`src/rtl/dpram_port_master.sv`:
```
// Request-to-RAM port master: 1-cycle reads/writes with a 2-edge read response.
// Define DPRAM_PORT_MASTER_RMW_EN to turn partial-byte writes into read-modify-write.
module dpram_port_master #(
  parameter int addr_width = 8,
  parameter int data_width = 16
) (
  input  logic                    clock,
  input  logic                    reset_n,
  input  logic                    req_valid,
  output logic                    req_ready,
  input  logic                    req_we,
  input  logic [addr_width-1:0]   req_addr,
  input  logic [data_width-1:0]   req_wdata,
  input  logic [data_width/8-1:0] req_be,
  output logic                    rsp_valid,
  output logic [data_width-1:0]   rsp_rdata,
  output logic [addr_width-1:0]   ram_address,
  output logic [data_width-1:0]   ram_data,
  output logic                    ram_wren,
  output logic                    ram_cs,
  input  logic [data_width-1:0]   ram_q
);

  localparam int NB = data_width / 8;

  logic be_none;
  logic be_full;
  logic acc;
  logic in_idle;
  logic issue_cs;
  logic issue_wren;
  logic rd_pend;

  assign be_none = (req_be == '0);
  assign be_full = &req_be;
  assign acc     = req_valid && req_ready;

`ifdef DPRAM_PORT_MASTER_RMW_EN
  typedef enum logic {IDLE, RMW} state_t;

  state_t                  state;
  state_t                  state_nxt;
  logic [addr_width-1:0]   lat_addr;
  logic [data_width-1:0]   lat_wdata;
  logic [NB-1:0]           lat_be;
  logic [data_width-1:0]   merged;

  always_ff @(posedge clock or negedge reset_n) begin
    if (!reset_n) state <= IDLE;
    else          state <= state_nxt;
  end

  always_comb begin
    state_nxt = state;
    unique case (state)
      IDLE: if (acc && req_we && !be_none && !be_full)
              state_nxt = RMW;
      RMW:  state_nxt = IDLE;
      default: state_nxt = IDLE;
    endcase
  end

  always_ff @(posedge clock) begin
    if (acc) begin
      lat_addr  <= req_addr;
      lat_wdata <= req_wdata;
      lat_be    <= req_be;
    end
  end

  // ram_q holds the old word read on the accepting edge
  always_comb begin
    merged = ram_q;
    for (int i = 0; i < NB; i++)
      if (lat_be[i]) merged[8*i +: 8] = lat_wdata[8*i +: 8];
  end

  always_comb begin
    in_idle     = 1'b0;
    ram_address = req_addr;
    ram_data    = req_wdata;
    issue_cs    = 1'b0;
    issue_wren  = 1'b0;
    unique case (state)
      IDLE: begin
        in_idle    = 1'b1;
        issue_cs   = req_valid && (!req_we || !be_none);
        issue_wren = req_valid && req_we && be_full;
      end
      RMW: begin
        ram_address = lat_addr;
        ram_data    = merged;
        issue_cs    = 1'b1;
        issue_wren  = 1'b1;
      end
      default: ;
    endcase
  end
`else
  assign in_idle     = 1'b1;
  assign ram_address = req_addr;
  assign ram_data    = req_wdata;
  assign issue_cs    = req_valid && (!req_we || !be_none);
  assign issue_wren  = req_valid && req_we && !be_none;
`endif

  assign req_ready = reset_n && in_idle;
  assign ram_cs    = reset_n && issue_cs;
  assign ram_wren  = reset_n && issue_wren;

  always_ff @(posedge clock or negedge reset_n) begin
    if (!reset_n) begin
      rd_pend   <= 1'b0;
      rsp_valid <= 1'b0;
      rsp_rdata <= '0;
    end else begin
      rd_pend   <= acc && !req_we;
      rsp_valid <= rd_pend;
      if (rd_pend) rsp_rdata <= ram_q;
    end
  end

endmodule

```
`config.mk`:
```
export PLATFORM = sky130hd
export DESIGN_NAME = dpram_port_master
export DESIGN_NICKNAME = d
export VERILOG_FILES = /design/src/rtl/dpram_port_master.sv
export SDC_FILE = /design/constraint.sdc
export NUM_CORES = 1
export LEC_CHECK = 0
export BUFFER_PORTS_ARGS = -buffer_cell sky130_fd_sc_hd__buf_2
export CAP_MARGIN = 20
export CORE_MARGIN = 4
export CORE_UTILIZATION = 38
export DETAILED_ROUTE_END_ITERATION = 12
export PLACE_DENSITY = 0.85
export SKIP_CTS_REPAIR_TIMING = 1
export SYNTH_ARGS = -nofsm -noshare
export SYNTH_HDL_FRONTEND = slang
export SYNTH_SLANG_ARGS = --single-unit
```
`constraint.sdc`:
```
create_clock -name clock -period 1.7 [get_ports clock]
set_input_delay 0.255 -clock clock [delete_from_list [all_inputs] [get_ports clock]]
set_output_delay 0.255 -clock clock [all_outputs]
set_load 0.05 [all_outputs]
```
After elaboration in Yosys (flattened, before gate mapping):

Cells that the tools add are included.

* reductions and logical operators: 11

Operators with widths (count)
* $logic_and 1x1->1: 7
* $logic_not 1->1: 2
* $logic_not 2->1: 1
* $logic_or 1x1->1: 1

* register bits: 18
* input port bits: 46
* word-level logic and storage cells: 14

Longest topological paths before layout:

Gate-level depths: netlist of run 1.

* word-level depth: 5
* mapped depth: 3
* mapped depth without buffers: 2

Worst setup path before layout of run 1:

No wires, ideal clock.

* path kind: input-to-output
* from: in reset_n
* to: out ram_wren
* arrival: 1.476 ns
* data required time: 1.445 ns
* slack: -0.031 ns
* stages on the path: 2
* buffers on the path: 0
* cells stage by stage: nand2_1 -> nor3b_1

* cells in the longest elaborated chain, start to end: 1

Ends and longest elaborated chain
* start, declared: RTL line 8 `input logic reset_n,`
* $logic_and 1x1->1: RTL line 109 `assign ram_wren = reset_n && issue_wren;`
* end, declared: RTL line 19 `output logic ram_wren,`

No other way between the ends.

Final worst setup path of run 1:

* from: reg rd_pend
* to: reg rsp_rdata[14]

RTL lines
* start, declared: RTL line 32 `logic rd_pend;`
* start signal, assigned: RTL line 117 `rd_pend <= acc && !req_we;`
* end signal, assigned: RTL line 119 `if (rd_pend) rsp_rdata <= ram_q;`
* end, declared: RTL line 16 `output logic [data_width-1:0] rsp_rdata,`

No word-level cell between the ends.

==> impl_results.md, run 1 <==
* Effective utilization at floorplan at 0.404
* Sum of routed wire length over all layers at 1820 um
* Post-Syn Area at 911 um^2
* Critical Path Source Type: flop
* Total negative slack for setup checks at 0 ns
* Worst clock skew at 0.00339 ns
* Slowest cell delay on critical path at 0.52 ns
* Hold_ws at 0.160 ns
* CP max-delay cell: sky130_fd_sc_hd__dfrtp_1
* Arrival time reported for the critical path endpoint at 1.40 ns
* Post-layout min period at 1.23 ns
* Most repeated cell in the gate-level netlist after synthesis: sky130_fd_sc_hd__buf_4
* Total DRC errors in the routed layout at 0
* Number of nets in the synthesized netlist at 112
* Area share of the largest cell type after synthesis at 0.495
* First-pass detailed-route iteration total at 2
* Top Ports at 90
* Number of port buffers at 41
* Area of the die at 3240 um^2
* Kind of capture point of the worst setup path: flop
* GRT Residual Overflow at 0
* Clock root cell: sky130_fd_sc_hd__clkbuf_4
* Flops & latches, synth at 18
* Antenna violation net count after detailed routing at 0
* Inserted Clock Buffers at 3
* Number of rows in the core area at 17
* Power per Cell Area at 1290 nW/um^2
* Reg clk slew, reported paths at 0.09 ns
* Worst path required time at 1.87 ns
* Maximum Capacitance Violations at 0
* Total GRT Usage at 0.108
* Classification of the worst setup path: reg2reg
* Final slew viol count at 0
* Maximum level of the CTS H-tree at 1
* Post-DR wirelength/cell at 15.8 um
* Worst slew slack as a fraction of its limit at 0.809
* Number of flops mapped to enable cells by yosys at 0
* Number of buffers between clock root and the deepest sink at 2
* Number of failing setup endpoints in the final timing report at 0
* Y dimension of the die at 57.0 um
* Cell type contributing the most total cell area after synthesis: sky130_fd_sc_hd__dfrtp_1
* YS warnings at 0
* Largest fanout of any net on the critical path at 10
* Vias after detailed routing at 511
* Initial antenna violation count at 0
* List of cells traversed by the critical path: buf_4 -> mux2_4
* Unique cell type count in the Yosys netlist at 10
* Achievable frequency at 810 MHz
* Core ar. at 2250 um^2
* Via count of the first global-routing pass at 544
* Maximum number of pins on one net before global-route repair at 19
* Fraction of layout cells with a size suffix above 1 at 0.736
* Unrepaired setup endpoints after global routing: no
* Status: finished, final reports clean
* CTS tree: built
* Register area share after synthesis at 0.495
* Top Family by Delay on Critical Path: flip-flops
* Final hold viol count at 0
* Slew @ Worst Pin at 0.287 ns
* Relative area change from synthesis to final layout at 9.62%
* Ys flop type: sky130_fd_sc_hd__dfrtp_1
* Largest voltage drop on the vdd net at 602 uV
* Sink Count at 18
* Initial DRC count at 4
* Min-Delay Path Class: in2reg
* Average via count per standard cell at 4.44
* Post-detail-place hpwl at 1530 um
* Static leakage at 0.000523 uW
* Diode count at 0
* Leading cell types by total area after synthesis: sky130_fd_sc_hd__dfrtp_1 49%, sky130_fd_sc_hd__buf_4 21%, sky130_fd_sc_hd__mux2_4 16%
* Skew-Pair Late Insertion Delay at 0.28 ns
* Overall die width at 57.0 um
* Global-route wire length before repair at 2790 um
* Synth Instances at 66
* Ratio of final minimum period to clock period at 0.726
* Syn Area/Cell at 13.8 um^2
* Fraction of registers with async set/reset at 1.00
* Top cell types by occurrence after synthesis: 25 x sky130_fd_sc_hd__buf_4, 18 x sky130_fd_sc_hd__dfrtp_1, 10 x sky130_fd_sc_hd__mux2_4
* Routability congestion estimate from global placement at 0.789
* Sum of buffers and inverters on the critical path at 1
* # nets final at 134
## metrics by stage
stage	utilization	setup WS, ns	area, um^2	std cells	total power, uW
floorplan	-	0.341	916	66	1080
global placement	0.422	0.527	952	110	1050
detailed placement	0.422	0.476	952	110	1060
CTS	0.438	0.463	988	114	1310
global route	0.443	0.426	998	115	1360
finish	0.443	0.465	998	115	1290
## state kept, by name, summed over array words and instances, names as in the netlist
signal and count:
rsp_rdata 16, rd_pend 1, rsp_valid 1
## placed cells by master (no fill, tap or decap)
cell,n
sky130_fd_sc_hd__a21oi_1,1
sky130_fd_sc_hd__buf_2,41
sky130_fd_sc_hd__buf_4,2
sky130_fd_sc_hd__clkbuf_4,3
sky130_fd_sc_hd__clkbuf_8,1
sky130_fd_sc_hd__dfrtp_1,18
sky130_fd_sc_hd__dlygate4sd3_1,1
sky130_fd_sc_hd__mux2_2,6
sky130_fd_sc_hd__mux2_4,10
sky130_fd_sc_hd__nand2_1,1
sky130_fd_sc_hd__nor2_1,2
sky130_fd_sc_hd__nor3b_2,1
## path summary, 6_finish.rpt
path	cells past startpoint	slack [ns]	endpoint	start
min in group asynchronous	3	0.48	rd_pend	reset_n
max in group asynchronous	3	1.03	rsp_rdata[10]	reset_n
setup reg to reg	2	0.47	rsp_rdata[14]	rd_pend
hold reg to reg	1	0.51	rsp_rdata[8]	rsp_rdata[8]
setup / recovery	2	0.47	rsp_rdata[14]	rd_pend
hold / removal	2	0.16	rd_pend	req_we
## routing by layer
layer | up-vias | routed length (um) | GRT usage
met5 | - | 0 | 0
met2 | 42 | 820 | 0.168
met4 | 0 | 46 | 0.0497
li1 | 232 | - | -
met1 | 227 | 612 | 0.117
met3 | 10 | 339 | 0.0656
## cell families (layout without fill, tap and decap cells)
family                 after synthesis  count (layout)  share of synthesized area
buffers and inverters               27              48                      0.240
AOI/OAI and AO/OA                    1               1                    0.00549
and+or+nand+nor                      4               4                     0.0206
DFF                                 18              18                      0.495
muxes                               16              16                      0.239
## layout make-up
type,count,area (um^2)
Fill cell,220,1260
Sequential cell,18,450
Multi-Input combinational cell,21,246
Timing Repair Buffer,44,230
Clock buffer,4,36.3
Tap cell,28,35.0
## where the power goes
group / leakage, uW / switching, uW / internal, uW
clock network: 0.0000210 / 115 / 130
logic: 0.000286 / 352 / 156
registers: 0.000216 / 37.5 / 502
total: 0.000523 / 505 / 787
Note: power is estimated with default switching activity, not from simulation.
==> inputs of run 2 (changes only) <==
--- a/config.mk
+++ b/config.mk
@@ -8,9 +8,9 @@
 export BUFFER_PORTS_ARGS = -buffer_cell sky130_fd_sc_hd__buf_2
 export CAP_MARGIN = 20
 export CORE_MARGIN = 4
-export CORE_UTILIZATION = 38
+export CORE_UTILIZATION = 32
 export DETAILED_ROUTE_END_ITERATION = 12
-export PLACE_DENSITY = 0.85
+export PLACE_DENSITY = 0.77
 export SKIP_CTS_REPAIR_TIMING = 1
 export SYNTH_ARGS = -nofsm -noshare
 export SYNTH_HDL_FRONTEND = slang
==> constraint.sdc (replaced) <==
create_clock -name clock -period 1.1 [get_ports clock]
set_input_delay 0.165 -clock clock [delete_from_list [all_inputs] [get_ports clock]]
set_output_delay 0.165 -clock clock [all_outputs]
set_load 0.05 [all_outputs]
==> run 2 against run 1 <==
Against the previous run:
- sequential cell count stayed put
- final cell count rose by 2.6%
- sequential share of layout area fell by 2.4 points
- largest cell class unchanged
- critical path type is now reg2out
- the flow now finishes with violations (hold timing)
- combinational power grew 66%
- utilization shrank 5.7 points
- via count grew 3.5%
- critical path depth decreased by 1
==> impl_results.md, run 2 (synthesized netlist as in run 1, its figures left out) <==
* Clock root cell: sky130_fd_sc_hd__clkbuf_4
* Power per Cell Area at 1950 nW/um^2 (+51%)
* Total DRC errors in the routed layout at 0 (unchanged)
* Largest fanout of any net on the critical path at 2 (-8)
* Arrival time reported for the critical path endpoint at 0.89 ns (-0.51 ns)
* Placement Cell Area at 980 um^2 (+2.9%)
* Final hold viol count at 18 (+18)
* Total GRT Usage at 0.0911 (-0.0169)
* Static leakage at 0.000535 uW (+2.3%)
* Antenna violation net count after detailed routing at 0 (unchanged)
* Kind of capture point of the worst setup path: output port
* Classification of the worst setup path: reg2out
* Critical Path Source Type: flop
* Relative area change from synthesis to final layout at 15.7%
* Largest register by flop count: rsp_rdata
* Reg clk slew, reported paths at 0.10 ns (about the same)
* Global-route wire length before repair at 2430 um (-13%)
* Largest regs: rsp_rdata x16, rd_pend x1, rsp_valid x1
* Top Family by Delay on Critical Path: flip-flops
* Routability congestion estimate from global placement at 0.667 (-15%)
* Status: finished with violations
* Core ar. at 2730 um^2 (+21%)
* Final slew viol count at 0 (unchanged)
* Utilization after layout at 0.385 (-0.0575)
* # nets final at 134 (unchanged)
* Worst path required time at 0.94 ns (-0.93 ns)
* Placed Cells at 114 (+3.6%)
* Worst slew slack as a fraction of its limit at 0.831 (+0.0225)
* Non-filler instance count after layout at 118 (+2.6%)
* Overall die width at 61.4 um (+7.7%)
* Most frequent cells in the layout: 26 x sky130_fd_sc_hd__buf_2, 18 x sky130_fd_sc_hd__dfrtp_1, 17 x sky130_fd_sc_hd__clkbuf_4
* Slack of the critical path at 0.0467 ns (-0.419 ns)
* Inserted Clock Buffers at 3 (unchanged)
* Maximum number of pins on one net before global-route repair at 20 (+1)
* Maximum Capacitance Violations at 0 (unchanged)
* CP max-delay cell: sky130_fd_sc_hd__dfrtp_1
* Area of the die at 3760 um^2 (+16%)
* Number of buffers between clock root and the deepest sink at 2 (unchanged)
* Hold_ws at -0.153 ns (-0.312 ns)
* Y dimension of the die at 61.4 um (+7.7%)
* Most common library cell in the layout ignoring fill and taps: sky130_fd_sc_hd__buf_2
* Violated checks: hold timing
* Effective utilization at floorplan at 0.333 (-0.0708)
* Post-detail-place hpwl at 1530 um (+0.39%)
* Largest register FFs at 16 (unchanged)
* Diode count at 0 (unchanged)
* CTS tree: built
* Skew-Pair Late Insertion Delay at 0.28 ns (about the same)
* Vias after detailed routing at 529 (+3.5%)
* Maximum level of the CTS H-tree at 1 (unchanged)
* Fraction of layout cells with a size suffix above 1 at 0.759 (+0.0230)
* First-pass detailed-route iteration total at 3 (+1)
* Total negative slack for setup checks at 0 ns (unchanged)
* Filler instances at 254 (+15%)
* Achievable frequency at 949 MHz
* Final instance area at 1050 um^2 (+5.5%)
* Worst clock skew at 0.00691 ns (+0.00352 ns)
* Number of failing setup endpoints in the final timing report at 0 (unchanged)
* Ratio of final minimum period to clock period at 0.958
* Average via count per standard cell at 4.48 (+0.89%)
* Initial DRC count at 12 (+8)
* Sink Count at 18 (unchanged)
* Unrepaired setup endpoints after global routing: no
* Largest voltage drop on the vdd net at 1140 uV (+89%)
* Top Ports at 90 (unchanged)
* Sum of routed wire length over all layers at 1830 um (+0.66%)
* GRT Residual Overflow at 0 (unchanged)
* Post-DR wirelength/cell at 15.5 um (-1.9%)
* Sum of buffers and inverters on the critical path at 1 (unchanged)
* Slowest cell delay on critical path at 0.35 ns (-0.17 ns)
* Min-Delay Path Class: in2async
* Initial antenna violation count at 0 (unchanged)
* List of cells traversed by the critical path: buf_2
* Slew @ Worst Pin at 0.255 ns (-0.0321 ns)
* Worst slack, placed at 0.0727 ns (-0.404 ns)
* Via count of the first global-routing pass at 533 (-2.0%)
* Number of rows in the core area at 19 (+2)
* Post-layout min period at 1.05 ns
* Number of port buffers at 41 (unchanged)
run 2: cell count changes in the layout (fill, tap and decap cells not counted):
cell and change:
sky130_fd_sc_hd__a21oi_1 -1, sky130_fd_sc_hd__a21oi_2 +1, sky130_fd_sc_hd__buf_12 +1, sky130_fd_sc_hd__buf_2 -15
sky130_fd_sc_hd__buf_4 +1, sky130_fd_sc_hd__clkbuf_4 +14, sky130_fd_sc_hd__dlygate4sd3_1 -1
run 2: layer usage:
| layer | track usage | routed length [um] |
|---|---|---|
| met1 | 0.0966 | 627 |
| met2 | 0.147 | 834 |
| met3 | 0.0335 | 294 |
| met4 | 0.0697 | 73 |
| met5 | 0 | 0 |
run 2: area by class of cell:
cell class	count	area [um^2]	share of cell area
multi-input combinational	21	250	0.238
clock buffer	4	36.3	0.0344
timing repair buffer	44	278	0.264
sequential	18	450	0.428
tap	31	38.8	0.0368
run 2: final timing paths:
path,startpoint,to,slack (ns),depth (start not counted)
min,reset_n,rsp_rdata[4],-0.15,2
min reg2reg,rsp_rdata[10],rsp_rdata[10],0.52,1
max reg2reg,rd_pend,rsp_rdata[8],0.10,2
max in group asynchronous,reset_n,rsp_rdata[1],1.05,2
max,rsp_rdata[13],rsp_rdata[13],0.05,1
min in group clock,req_we,rd_pend,0.08,2
run 2: power breakdown:
part           leakage (uW)  switching (uW)  internal (uW)
Clock             0.0000210             177            201
Combinational      0.000298             550            293
Sequential         0.000216            59.9            775
Total              0.000535             787           1270
run 2: per-stage QoR:
stage / hold slack [ns] / power (uW)
floorplan: -0.131 / 1670
global placement: 0.141 / 1630
detailed placement: 0.157 / 1650
CTS: -0.155 / 2040
global route: -0.149 / 2150
finish: -0.153 / 2060
==> inputs of run 3 (changes only) <==
--- a/config.mk
+++ b/config.mk
@@ -8,9 +8,9 @@
 export BUFFER_PORTS_ARGS = -buffer_cell sky130_fd_sc_hd__buf_2
 export CAP_MARGIN = 20
 export CORE_MARGIN = 4
-export CORE_UTILIZATION = 32
+export CORE_UTILIZATION = 30
 export DETAILED_ROUTE_END_ITERATION = 12
-export PLACE_DENSITY = 0.77
+export PLACE_DENSITY = 0.73
 export SKIP_CTS_REPAIR_TIMING = 1
 export SYNTH_ARGS = -nofsm -noshare
 export SYNTH_HDL_FRONTEND = slang
==> run 3 against run 2 <==
Against the previous run:
- global-route usage increased by 0.87 points
- power increased by 6.7%
- utilization increased by 1.9 points
- wire length grew 6.7%
- the run now ends clean
- combinational power increased by 13%
- die area grew 5.8%
==> impl_results.md, run 3 (synthesized netlist as in run 1, its figures left out) <==
* Via count of the first global-routing pass at 578 (+8.4%)
* Worst slew slack as a fraction of its limit at 0.834 (+0.00300)
* Maximum Capacitance Violations at 0 (unchanged)
* Count of cell instances traversed by the critical path at 1 (unchanged)
* Largest voltage drop on the vdd net at 444 uV (-61%)
* GRT Residual Overflow at 0 (unchanged)
* Relative area change from synthesis to final layout at 25.5%
* Clock root cell: sky130_fd_sc_hd__clkbuf_4
* Largest register by flop count: rsp_rdata
* Antenna violation net count after detailed routing at 0 (unchanged)
* Number of failing setup endpoints in the final timing report at 0 (unchanged)
* CP max-delay cell: sky130_fd_sc_hd__dfrtp_1
* Total GRT Usage at 0.0998 (+0.00874)
* Number of buffers between clock root and the deepest sink at 2 (unchanged)
* Slew @ Worst Pin at 0.251 ns (-0.00453 ns)
* Initial antenna violation count at 0 (unchanged)
* Final hold viol count at 0 (-18)
* Static leakage at 0.000585 uW (+9.4%)
* Global-route wire length before repair at 3080 um (+27%)
* Status: finished, final reports clean
* CTS tree: built
* Power per Cell Area at 1920 nW/um^2 (-1.7%)
* Average via count per standard cell at 4.46 (-0.51%)
* Largest fanout of any net on the critical path at 2 (unchanged)
* Placed Cells at 115 (+0.88%)
* Final instance area at 1140 um^2 (+8.6%)
* Top Ports at 90 (unchanged)
* Arrival time reported for the critical path endpoint at 0.88 ns (about the same)
* Routed length on met1 at 755 um (+20%)
* Classification of the worst setup path: reg2out
* Diode count at 0 (unchanged)
* Reg clk slew, reported paths at 0.10 ns (about the same)
* Most frequent cells in the layout: 24 x sky130_fd_sc_hd__buf_2, 20 x sky130_fd_sc_hd__buf_4, 18 x sky130_fd_sc_hd__dfrtp_1
* Total DRC errors in the routed layout at 0 (unchanged)
* Worst clock skew at 0.00258 ns (-0.00434 ns)
* Fraction of layout cells with a size suffix above 1 at 0.768 (+0.00980)
* Sum of buffers and inverters on the critical path at 1 (unchanged)
* Routability congestion estimate from global placement at 0.658 (-1.4%)
* # nets final at 142 (+6.0%)
* Non-filler instance count after layout at 126 (+6.8%)
* Largest regs: rsp_rdata x16, rd_pend x1, rsp_valid x1
* Post-layout min period at 1.04 ns (-0.0113 ns)
* Min-Delay Path Class: in2reg
* Placement Cell Area at 987 um^2 (+0.77%)
* Maximum number of pins on one net before global-route repair at 19 (-5.0%)
* List of cells traversed by the critical path: buf_4
* Kind of capture point of the worst setup path: output port
* Inserted Clock Buffers at 3 (unchanged)
* Utilization after layout at 0.404 (+0.0189)
* Vias after detailed routing at 562 (+6.2%)
* First-pass detailed-route iteration total at 3 (unchanged)
* Slowest cell delay on critical path at 0.40 ns (+0.05 ns)
* Initial DRC count at 6 (-6)
* Top Family by Delay on Critical Path: flip-flops
* Maximum level of the CTS H-tree at 1 (unchanged)
* Critical Path Source Type: flop
* Area of the die at 3980 um^2 (+5.8%)
* Worst Reg-to-Reg Cells at 2 (unchanged)
* Number of port buffers at 41 (unchanged)
* Overall die width at 63.1 um (+2.9%)
* Sink Count at 18 (unchanged)
* Detail Route met2 WL at 876 um (+5.0%)
* Amount of wire on met3 after detailed routing at 261 um (-11%)
* Ratio of final minimum period to clock period at 0.947 (-0.0102)
* Post-detail-place hpwl at 1460 um (-4.6%)
* Effective utilization at floorplan at 0.322 (-0.0112)
* Most common library cell in the layout ignoring fill and taps: sky130_fd_sc_hd__buf_2
* Core ar. at 2830 um^2 (+3.5%)
* Final slew viol count at 0 (unchanged)
* Achievable frequency at 960 MHz (+1.1%)
* Y dimension of the die at 63.1 um (+2.9%)
* DR top layer: met4
* Hold Path Stages at 2
* Number of rows in the core area at 19 (unchanged)
* Skew-Pair Late Insertion Delay at 0.28 ns (about the same)
* Largest register FFs at 16 (unchanged)
* Sum of routed wire length over all layers at 1950 um (+6.7%)
* Post-DR wirelength/cell at 15.5 um (-0.10%)
* Worst path required time at 0.94 ns (about the same)
run 3: area by class of cell:
type                            count  area, um^2
Fill cell                         271        1690
Sequential cell                    18         450
Timing Repair Buffer               52         368
Multi-Input combinational cell     21         250
Tap cell                           31        38.8
Clock buffer                        4        36.3
run 3: worst paths after layout:
path                                    start       endpoint  slack (ns)
worst min register to register  rsp_rdata[15]  rsp_rdata[15]        0.51
worst min-delay path                   req_we        rd_pend        0.05
worst max-delay path            rsp_rdata[11]  rsp_rdata[11]        0.06
min in group asynchronous             reset_n        rd_pend        0.49
worst max register to register        rd_pend   rsp_rdata[5]        0.09
max in group asynchronous             reset_n  rsp_rdata[11]        0.41
run 3: metrics by stage:
step                power [uW]   TNS, ns  setup slack, ns  hold slack [ns]
floorplan                 1670         0           0.0163           -0.131
global placement          1630         0            0.118            0.268
detailed placement        1650         0           0.0983            0.275
CTS                       2060  -0.00825         -0.00452          -0.0530
global route              2330   -0.0280          -0.0175           0.0269
finish                    2190         0           0.0580           0.0536
run 3: layer usage:
layer  vias up  GRT usage
met3        14     0.0568
met2        42      0.141
met4         0     0.0606
met1       256      0.116
li1        250          -
met5         -          0
run 3: where the power goes:
part	switching, uW	internal, uW
clock network	194	201
registers	68.9	776
logic	564	390
total	827	1370
run 3: worst register-to-register path: stages (launching register included):
cell	delay [ns]
sky130_fd_sc_hd__dfrtp_1	0.41
sky130_fd_sc_hd__buf_12	0.16
sky130_fd_sc_hd__mux2_2	0.34
